<file path="src/rtl/regfile_sb.sv">
// Register file with a per-register busy scoreboard, write-back bypass and a reset clear sweep.
// Optional producer tags are enabled by defining REGFILE_SB_TAG_EN.

module regfile_sb_rd #(
  parameter int XLEN     = 32,
  parameter int AW       = 5,
  parameter int ZERO_REG = 1
) (
  input  logic                          run,
  input  logic [AW-1:0]                 addr,
  input  logic                          wb_en,
  input  logic [AW-1:0]                 wb_addr,
  input  logic [XLEN-1:0]               wb_data,
  input  logic                          wb_clr,
  input  logic [2**AW-1:0][XLEN-1:0]    mem,
  input  logic [2**AW-1:0]              busy_arr,
  output logic [XLEN-1:0]               data,
  output logic                          busy
);
  localparam bit ZR = (ZERO_REG != 0);

  always_comb begin
    // Outside RUN the port reads zero and reports busy so issue stalls.
    data = '0;
    busy = 1'b1;
    if (run) begin
      if (ZR && addr == '0) begin
        data = '0;
        busy = 1'b0;
      end else if (wb_en && wb_addr == addr) begin
        data = wb_data;
        busy = wb_clr ? 1'b0 : busy_arr[addr];
      end else begin
        data = mem[addr];
        busy = busy_arr[addr];
      end
    end
  end
endmodule

module regfile_sb #(
  parameter int XLEN     = 32,
  parameter int AW       = 5,
  parameter int ZERO_REG = 1,
  parameter int TAGW     = 3
) (
  input  logic            clk,
  input  logic            rst_n,
  output logic            ready,
  input  logic [AW-1:0]   rs1_addr,
  input  logic [AW-1:0]   rs2_addr,
  output logic [XLEN-1:0] rs1_data,
  output logic [XLEN-1:0] rs2_data,
  output logic            rs1_busy,
  output logic            rs2_busy,
  input  logic            issue_en,
  input  logic [AW-1:0]   issue_rd,
  input  logic [TAGW-1:0] issue_tag,
  input  logic            wb_en,
  input  logic [AW-1:0]   wb_addr,
  input  logic [XLEN-1:0] wb_data,
  input  logic [TAGW-1:0] wb_tag
);
  localparam int NREG = 2**AW;
  localparam int NRD  = 2;
  localparam bit ZR   = (ZERO_REG != 0);

  typedef enum logic {INIT, RUN} state_t;

  state_t                    state, state_nxt;
  logic [AW-1:0]             cnt, cnt_nxt;
  logic [NREG-1:0][XLEN-1:0] mem;
  logic [NREG-1:0]           busy;
  logic                      run, tag_ok, wb_we, iss_we, wb_clr;

  always_ff @(posedge clk) begin
    if (!rst_n) begin
      state <= INIT;
      cnt   <= '0;
    end else begin
      state <= state_nxt;
      cnt   <= cnt_nxt;
    end
  end

  always_comb begin
    state_nxt = state;
    cnt_nxt   = cnt;
    if (state == INIT) begin
      cnt_nxt = cnt + 1'b1;
      if (cnt == AW'(NREG-1)) state_nxt = RUN;
    end
  end

  assign run   = (state == RUN);
  assign ready = run;

`ifdef REGFILE_SB_TAG_EN
  logic [NREG-1:0][TAGW-1:0] tag;

  // Only the most recent producer of a register may retire its busy bit.
  assign tag_ok = (wb_tag == tag[wb_addr]);

  always_ff @(posedge clk) begin
    if (rst_n) begin
      if (state == INIT)  tag[cnt]      <= '0;
      else if (iss_we)    tag[issue_rd] <= issue_tag;
    end
  end
`else
  logic unused_tag;
  assign unused_tag = ^{issue_tag, wb_tag};
  assign tag_ok     = 1'b1;
`endif

  assign wb_we  = run && wb_en    && !(ZR && wb_addr  == '0);
  assign iss_we = run && issue_en && !(ZR && issue_rd == '0);
  assign wb_clr = wb_en && tag_ok;

  always_ff @(posedge clk) begin
    if (rst_n) begin
      if (state == INIT) begin
        mem[cnt]  <= '0;
        busy[cnt] <= 1'b0;
      end else begin
        if (wb_we)          mem[wb_addr]   <= wb_data;
        if (wb_we && tag_ok) busy[wb_addr] <= 1'b0;
        // Later assignment wins: a same-cycle issue supersedes the retiring producer.
        if (iss_we)         busy[issue_rd] <= 1'b1;
      end
    end
  end

  logic [NRD-1:0][AW-1:0]   rd_addr;
  logic [NRD-1:0][XLEN-1:0] rd_data;
  logic [NRD-1:0]           rd_busy;

  assign rd_addr = {rs2_addr, rs1_addr};

  genvar g;
  generate
    for (g = 0; g < NRD; g++) begin : g_rd
      regfile_sb_rd #(.XLEN(XLEN), .AW(AW), .ZERO_REG(ZERO_REG)) u_rd (
        .run      (run),
        .addr     (rd_addr[g]),
        .wb_en    (wb_en),
        .wb_addr  (wb_addr),
        .wb_data  (wb_data),
        .wb_clr   (wb_clr),
        .mem      (mem),
        .busy_arr (busy),
        .data     (rd_data[g]),
        .busy     (rd_busy[g])
      );
    end
  endgenerate

  assign rs1_data = rd_data[0];
  assign rs2_data = rd_data[1];
  assign rs1_busy = rd_busy[0];
  assign rs2_busy = rd_busy[1];
endmodule
</file>
<file path="config.mk">
export PLATFORM = sky130hd
export DESIGN_NAME = regfile_sb
export DESIGN_NICKNAME = d
export VERILOG_FILES = /design/src/rtl/regfile_sb.sv
export SDC_FILE = /design/constraint.sdc
export NUM_CORES = 2
export LEC_CHECK = 0
export ABC_AREA = 0
export CAP_MARGIN = 40
export CORE_MARGIN = 2
export CORE_UTILIZATION = 35
export CTS_CLUSTER_DIAMETER = 200
export DETAILED_ROUTE_END_ITERATION = 12
export PLACE_DENSITY_LB_ADDON = 0.08
export SETUP_SLACK_MARGIN = 0.2
export SLEW_MARGIN = 20
export SYNTH_ARGS = -nofsm -noshare
export SYNTH_HDL_FRONTEND = slang
export SYNTH_SLANG_ARGS = --single-unit
</file>
<file path="constraint.sdc">
create_clock -name clk -period 7.9 [get_ports clk]
set_input_delay 1.185 -clock clk [delete_from_list [all_inputs] [get_ports clk]]
set_output_delay 1.185 -clock clk [all_outputs]
set_load 0.005 [all_outputs]
</file>
==> out/results.ini <==
[clocking]
cts.sinks = 1062
cts_tree = yes
cts_buffers = 135
hold_buffers = 0
clk_latency_ps = 780
clk_pin_slew_worst_paths_ps = 50
root_buffer = clkbuf_16
post_cts.repair.setup_buffers = 0
clockBufferDepth = 3
cts_resized = 0
htreeDepth = 4

[sta]
final_hold_viol_count = 0
timing.hold.ws_ps = 571
max_slew.worst_pin.slew_ps = 998
clock_skew_ps = 16.2
fin_crit_sh_pct = 79.3
drv_slew = 0
fin_ws_ps = 1630
relSlewSlack_pct = 31.7
setup_viol = 0
min_period_ps = 6270
fmax_ghz = 0.160
finalSetupTns_ps = 0
rsz0062_at_grt = no

[placed_design]
routabilityCongestion = 0.940
dp_hpwl_mm = 174
numPortBuffers = 122
dp_slack_ps = 1730

[yosys]
yosysWarnings = 0
netlist_area_um2 = 62300
synth_area_leader_cell = edfxtp_1
yosysSeqAreaShare_pct = 51.1
synth_flop_cell = edfxtp_1
netlist.area_leader.share_pct = 50.9
synth-edff-count = 1056
synth_cell_types = 69
synth_area_leaders = edfxtp_1 (51%), mux4_2 (13%), o21ai_0 (9.1%)
synth_fp_nets = 5543
synthArstFlopShare_pct = 0
netlist_instances = 5476
synth-seq-cells = 1062
synth_area_per_cell_um2 = 11.4

[global_route]
grt_usage_pct = 31.9
grt_pass1_vias = 48400
grt_max_degree = 70
gr-total-overflow = 0
antenna_found_initial = 8
grt_pass1_wl_mm = 404

[setup_path]
crit_type = input port to primary output
r2r_start = ready
required_ps = 6710
rr_worst_depth = 7
startpoint_type = input port
worstPathArrival_ps = 5080
reg2reg_slack_ps = 3710
crit_fanout = 25
reg2reg_to = mem[978]
crit_path_end_kind = primary output

[hold_path]
hold_depth = 2
hold_path.class = flip-flop to flip-flop
whs_endpoint = mem[214]
min_from = mem[214]

[drt]
wire_per_inst_um = 37.4
met3_length_mm = 27.9
routed.top_layer = met5
wl_met1_mm = 119
routed_wl_mm = 295
route.detailed.drc = 0
drtIter0Drc = 6531
ant_nets = 0
vias = 50700
first_pass_iters = 6
via_per_inst = 6.43
met2WireLength_mm = 135

[outcome]
status = finished, final reports clean

[flow_run]
maxCapViolCount = 0

[power_and_ir_drop]
switchingPower_uw = 4100
p_leak_uw = 0.0260
peakVddDrop_mv = 0.156
p_int_uw = 10800
netSwitchingFraction_pct = 27.6
p_clk_share_pct = 40.2
cellPowerDensity_nw_per_um2 = 209
p_seq_share_pct = 46.1
combPwrFrac_pct = 13.7

[final_layout]
final_common_cell = o21ai_0
area_growth_pct = 14.0
layout_common_cells = o21ai_0 (1139), nand2_1 (1114), edfxtp_1 (1056), mux4_2 (352), mux2i_1 (306)
fin_nets = 5512
layout-drive-gt1-share_pct = 19.0

[die]
die_h_um = 426
row_count = 154
coreArea_um2 = 176000
die_area_um2 = 182000
start_util_pct = 35.3
die_w_um = 426
io_pins = 129

-- state kept, by name, summed over array words and instances (netlist names) --
register and flops:
busy 32, cnt 5, ready 1, mem 1024
-- per-layer routing --
metal | GRT usage, % | vias up
met2 | 50.0 | 2955
met1 | 43.1 | 26400
li1 | - | 20900
met4 | 13.3 | 6
met5 | 0 | -
met3 | 6.42 | 562
-- logic make-up after synthesis --
kind of cell	share of synthesized area, %
flops	51.1
buf+inv	4.31
xor+xnor	0.183
fa+ha+maj	0.100
mux	20.3
compound gates	14.6
simple gates	9.52
-- power by group through the flow --
stage	logic [uW]	registers, uW	clock network (uW)
detailed placement	1980	6960	0
global placement	1940	6950	0
CTS	1980	6850	6040
finish	2040	6850	5980
floorplan	1200	6880	0
global route	2120	6890	6220
-- worst max-delay path by stage --
stage,startpoint,end,slack (ps)
after floorplan,rs1_addr[1],rs1_data[21],3800
after global placement,rs2_addr[4],rs2_data[27],1580
after detailed placement,rs2_addr[2],rs2_data[27],1730
after CTS,rs2_addr[2],rs2_data[27],1720
after global routing,rs1_addr[0],rs1_data[21],1560
final,rs2_addr[4],rs2_data[1],1630
-- synth_stat cells (6+ instances only) --
cell type,instances
o21ai_0,1139
nand2_1,1126
edfxtp_1,1056
clkbuf_1,410
mux4_2,352
mux2i_1,306
mux2_2,140
a21oi_1,85
nor2_1,79
o22ai_1,77
nor3_1,56
buf_4,51
a221o_1,46
a221oi_1,45
buf_2,40
nor2b_1,40
buf_6,35
a211oi_1,31
a2111oi_0,28
and2_1,27
a31oi_1,24
nand2b_1,20
o221ai_1,20
a22o_1,19
nor3b_1,19
inv_1,18
a22oi_1,17
o21a_1,14
nand3_1,13
buf_1,12
o2bb2ai_1,10
or2_2,9
xnor2_1,9
a32oi_1,8
nand3b_1,8
nor4_1,7
dfxtp_1,6
mux2_1,6
-- layout make-up --
cell class	instances	area [um^2]
Antenna cell	4	10.0
Clock buffer	173	3630
Clock inverter	69	472
Fill cell	17300	105000
Inverter	19	71.3
Multi-Input combinational cell	3844	28500
Sequential cell	1062	31800
Tap cell	2340	2930
Timing Repair Buffer	383	3660
-- metrics by stage --
step / util, % / instance area (um^2) / power [uW] / cells
6_report: 40.3 / 71100 / 14900 / 7894
5_1_grt: 40.3 / 71100 / 15200 / 7890
2_1_floorplan: - / 62300 / 8080 / 5476
4_1_cts: 40.2 / 70900 / 14900 / 7876
3_3_place_gp: 37.5 / 66200 / 8880 / 7593
3_5_place_dp: 37.8 / 66800 / 8940 / 7634
-- worst max-delay path: stages --
cell             delay, ps
buf_4                  530
buf_4                  480
or3_1                  700
o22ai_1                190
a2111oi_1              690
a211oi_1               310
buf_4                  230
a21oi_1                150
clkdlybuf4s50_1        520
Note: power is estimated with default switching activity, not from simulation.
